[src/rtl/rvv_alu_seq.sv]
// Lane-ALU sequencer: walks every (element, chunk) pair of a vector op across
// up to 2^MAX_LANES_LOG lanes and merges lane results into the destination.
module rvv_alu_seq #(
  parameter int VLEN          = 128,
  parameter int LANE_WIDTH    = 3,
  parameter int MAX_LANES_LOG = 2
) (
  input  logic                                clk,
  input  logic                                resetn,
  input  logic                                start,
  input  logic [2:0]                          vsew,
  input  logic [9:0]                          vl,
  input  logic [1:0]                          nb_lanes,
  input  logic [VLEN-1:0]                     vd_old,
  input  logic [64*(2**MAX_LANES_LOG)-1:0]    lane_vd,
  output logic                                run,
  output logic [10*(2**MAX_LANES_LOG)-1:0]    lane_index,
  output logic [3:0]                          in_reg_offset,
  output logic [(2**MAX_LANES_LOG)-1:0]       lane_valid,
  output logic                                busy,
  output logic                                done,
  output logic                                err,
  output logic [VLEN-1:0]                     vd_out
);
  localparam int NL = 2**MAX_LANES_LOG;
  localparam int LW = 2**LANE_WIDTH;

  typedef enum logic [1:0] {IDLE, RUN, DONE} state_t;

  state_t      state;
  logic [3:0]  sew_sh_q;
  logic [3:0]  c_last_q;
  logic [10:0] vl_eff_q;
  logic [1:0]  nbl_q;
  logic [10:0] elem_base;
  logic [3:0]  offset;

  logic [3:0]  sew_sh;
  logic [10:0] max_elem;
  logic [10:0] vl_eff;
  logic [10:0] lanes_l;
  logic        sew_small;
  logic [3:0]  c_last;
  logic [10:0] e;

  // Only the low LW bits of each lane result are consumed.
  logic unused_lane_vd;
  assign unused_lane_vd = ^lane_vd;

  always_comb begin
    sew_sh    = {1'b0, vsew} + 4'd3;
    max_elem  = 11'(VLEN >> sew_sh);
    vl_eff    = ({1'b0, vl} < max_elem) ? {1'b0, vl} : max_elem;
    sew_small = (sew_sh < 4'(LANE_WIDTH));
    c_last    = sew_small ? 4'd0 : 4'((1 << (sew_sh - 4'(LANE_WIDTH))) - 1);
    lanes_l   = 11'(1) << nbl_q;
  end

  assign run           = (state == RUN);
  assign busy          = (state == RUN);
  assign done          = (state == DONE);
  assign in_reg_offset = offset;

  // Invalid lanes report index 0 so downstream never sees a stale address.
  always_comb begin
    lane_valid = '0;
    lane_index = '0;
    e          = '0;
    for (int i = 0; i < NL; i++) begin
      e             = elem_base + 11'(i);
      lane_valid[i] = (state == RUN) && (11'(i) < lanes_l) && (e < vl_eff_q);
      if (lane_valid[i])
        lane_index[10*i +: 10] = 10'((16'(e) << sew_sh_q) + (16'(offset) << LANE_WIDTH));
    end
  end

  always_ff @(posedge clk or negedge resetn) begin
    if (!resetn) begin
      state     <= IDLE;
      sew_sh_q  <= '0;
      c_last_q  <= '0;
      vl_eff_q  <= '0;
      nbl_q     <= '0;
      elem_base <= '0;
      offset    <= '0;
      err       <= 1'b0;
      vd_out    <= '0;
    end else begin
      case (state)
        IDLE: begin
          if (start) begin
            vd_out    <= vd_old;
            elem_base <= '0;
            offset    <= '0;
            sew_sh_q  <= sew_sh;
            c_last_q  <= c_last;
            vl_eff_q  <= vl_eff;
            nbl_q     <= nb_lanes;
            err       <= sew_small;
            state     <= (sew_small || (vl_eff == 11'd0)) ? DONE : RUN;
          end
        end
        RUN: begin
          for (int i = 0; i < NL; i++) begin
            if (lane_valid[i])
              vd_out[lane_index[10*i +: 10] +: LW] <= lane_vd[64*i +: LW];
          end
          // Chunks of one element must be back to back for lane carry chaining.
          if (offset < c_last_q) begin
            offset <= offset + 4'd1;
          end else begin
            offset    <= '0;
            elem_base <= elem_base + lanes_l;
            if ((elem_base + lanes_l) >= vl_eff_q)
              state <= DONE;
          end
        end
        DONE:    state <= IDLE;
        default: state <= IDLE;
      endcase
    end
  end

endmodule

[config.mk]
export PLATFORM = sky130hd
export DESIGN_NAME = rvv_alu_seq
export DESIGN_NICKNAME = d
export VERILOG_FILES = /design/src/rtl/rvv_alu_seq.sv
export SDC_FILE = /design/constraint.sdc
export NUM_CORES = 2
export LEC_CHECK = 0
export BUFFER_PORTS_ARGS = -buffer_cell sky130_fd_sc_hd__buf_2
export CORE_AREA = 2 2 342 344
export DETAILED_ROUTE_END_ITERATION = 8
export DIE_AREA = 0 0 344 346
export PLACE_DENSITY = 0.43
export SYNTH_ARGS = -nofsm -noshare
export SYNTH_HDL_FRONTEND = slang
export SYNTH_SLANG_ARGS = --single-unit
[constraint.sdc]
create_clock -name clk -period 13.32 [get_ports clk]
set_input_delay 1.332 -clock clk [delete_from_list [all_inputs] [get_ports clk]]
set_output_delay 1.332 -clock clk [all_outputs]
set_load 0.02 [all_outputs]
==> metrics <==
result of the run=finished with violations; violated checks=max-capacitance violations, max-slew violations; detailed router's first-iteration violation count=5941; actual transition at the worst max-transition pin=1.50 ns; clock insertion delay at the later pin of the skew report=0.56 ns; vertical die dimension=346 um; Net Count, Synth=4617; CTS resizes=0; category of the critical setup timing path=reg -> reg; remaining routing DRC violations=0; first-pass GRT wire length=291 mm; number of antenna violations at the first check in global routing=23; Mean Syn Cell Area=6.95 um2; Max Fanout on Critical Path=43; maximum number of pins on one net before global-route repair=97; Syn Inst Count=4120; routability-driven placement congestion ratio=1.06; remaining antenna violation count after routing=0; top cell type's share of synthesized area=14.5%; final hold viol count=0; setup repair bufs after CTS=0; sum of net half-perimeters after detailed placement=167 mm; biggest area contributors in the synthesized netlist=dfrtp_1, mux2i_1, nand2_1; total of warnings raised by yosys=0; DP Area=32300 um2; most frequent cell after synthesis=nand2_1; number of fill cells=13014; standard cell core area=115000 um2; root buffer cell=clkbuf_16; average detailed-routed wire length per instance=36.4 um; total of buffers placed on input and output ports=357; RSZ-0062 raised after global routing=no; hold buffer count at CTS=0; synth cell count leaders=nand2_1, nor2_1, a21oi_1; Cell variety after synth=121; Final Routed Wirelength=214 mm; post-synthesis compound-gate area fraction=32.4%; CTS clk-pin slew, worst paths=0.11 ns; multiplexer share of the synthesized area=11.7%; final slew viol count=1; NumNets Final=4837; total negative slack=0 ns; classification of the worst-slack hold path=reg -> reg; CP Launch Type=flop; sink count of the clock tree=166; global-route usage over all layers=34.6%; sequential cell area fraction in the yosys report=14.5%; main combinational cell family by area after synthesis=compound AO/OA/AOI/OAI gates; post-route fraction of the period consumed by the critical path=62.6%; vias in the first global route=35339; Final min period=8.33 ns; first-pass iteration count of the detailed router=7; horizontal die dimension=344 um; flop and latch count out of synthesis=166; via count normalized by instance count=6.48; data arrival at the endpoint of the critical path=8.75 ns; Final Skew=0.0394 ns; Mapped Area=28700 um2; total clock buffers created by CTS=17; kind of end point of the critical path=flop; xor and xnor area share after synthesis=3.00%; die footprint=119000 um2; Boundary Pins=582; ys async rst share=100%; CTS tree=built; final cell utilization of the core=28.5%; post-synthesis share of cell area spent on full adders, half adders and majority gates=4.28%; H-tree depth reported by CTS=4; worst slew margin relative to its limit=-0.984%; proportion of layout cells with a drive suffix above 1=16.4%; Bufs on Longest Clock Path=2; largest area contributor in the synthesized netlist=dfrtp_1; Std-Cell Rows=125; number of flops mapped to enable cells by yosys=0; maximum achievable frequency=120 MHz; growth of design area from synthesis to finish=14.9%; WP data required=13.74 ns; Primary FF master, synth=dfrtp_1; Synth Area in Simple Gates=28.5%; starting utilization of the core area=24.8%; number of endpoints failing setup at the final stage=0; overflow left after global routing=0; Maximum Capacitance Violations=1; design area=32900 um2; vias post-DR=38155
-- registers in the layout, indices dropped and copies added (netlist names) --
register,cells
elem_base,11
c_last_q,4
in_reg_offset,4
vl_eff_q,10
err,1
nbl_q,2
sew_sh_q,4
vd_out,128
state,2
-- cells in the final DEF, fill, tap and decap left out, drive strengths merged, types with 87 or more instances in the layout --
cell	instances
a21oi	293
ha	90
nor2	343
mux2i	246
nor3	178
inv	87
o21ai	282
a31oi	91
dfrtp	166
nand3	218
buf	497
nand2	580
-- worst paths after layout --
kind / startpoint / end / slack, ns / cells past startpoint
worst max-delay path: elem_base[2] / vd_out[115] / 4.99 / 24
worst min-delay path: err / err / 0.48 / 2
worst max register to register: elem_base[2] / vd_out[115] / 4.99 / 24
worst min register to register: err / err / 0.48 / 2
max in group asynchronous: resetn / vd_out[57] / 11.10 / 2
min in group asynchronous: resetn / in_reg_offset[1] / 0.71 / 1
-- routing by layer --
metal	vias to the layer above	track usage (%)	wire (um)
met5	-	0	82
met4	10	16.6	12200
met3	560	11.9	27200
met2	2705	49.1	86900
met1	18709	46.4	87900
li1	16171	-	-
-- per-stage QoR --
| step | hold slack, ns | instances | worst slack [ns] |
|---|---|---|---|
| finish | 0.484 | 5889 | 4.99 |
| detailed placement | 0.468 | 5845 | 5.43 |
| floorplan | 0.450 | 4120 | 7.47 |
| global route | 0.525 | 5882 | 4.60 |
| CTS | 0.488 | 5877 | 5.38 |
| global placement | 0.464 | 5845 | 5.54 |
-- logic make-up (layout without fill, tap and decap cells) --
| kind of cell | after synthesis | count (layout) |
|---|---|---|
| buffers and inverters | 379 | 612 |
| adders and majority gates | 95 | 95 |
| AOI/OAI and AO/OA | 1359 | 1359 |
| xor gates and xnor gates | 94 | 94 |
| DFF | 166 | 166 |
| and+or+nand+nor | 1716 | 1716 |
| other | 0 | 12 |
| muxes | 311 | 311 |
-- cell type report --
type	count	area, um2	share of cell area [%]
Inverter	82	310	0.943
Timing Repair Buffer	498	2870	8.71
Multi-Input combinational cell	3575	23000	70.0
Antenna cell	12	30.0	0.0913
Clock inverter	14	160	0.487
Sequential cell	166	4160	12.6
Clock buffer	18	439	1.33
Tap cell	1524	1910	5.79
-- critical path, cell delays in order, from the launching register on --
cell and delay [ns]:
dfrtp_1 0.34, buf_4 0.30, ha_1 0.57, nor2b_1 0.12
a221oi_2 0.68, inv_1 0.15, ha_1 0.33, a21oi_1 0.14
o21ai_0 0.11, a21o_1 0.27, a211oi_4 0.86, inv_1 0.12
ha_1 0.34, o2111ai_1 0.27, nor4_1 0.10, mux2i_1 0.32
nand4_1 0.18, o31ai_2 0.09, buf_4 0.32, nand3_2 0.10
buf_4 0.33, nor2_1 0.84, nand3_1 0.68, o21ai_0 0.45
a31oi_1 0.08
Power is not shown: default switching activity piles up to over one toggle a cycle in this logic, so the estimate is an artifact.
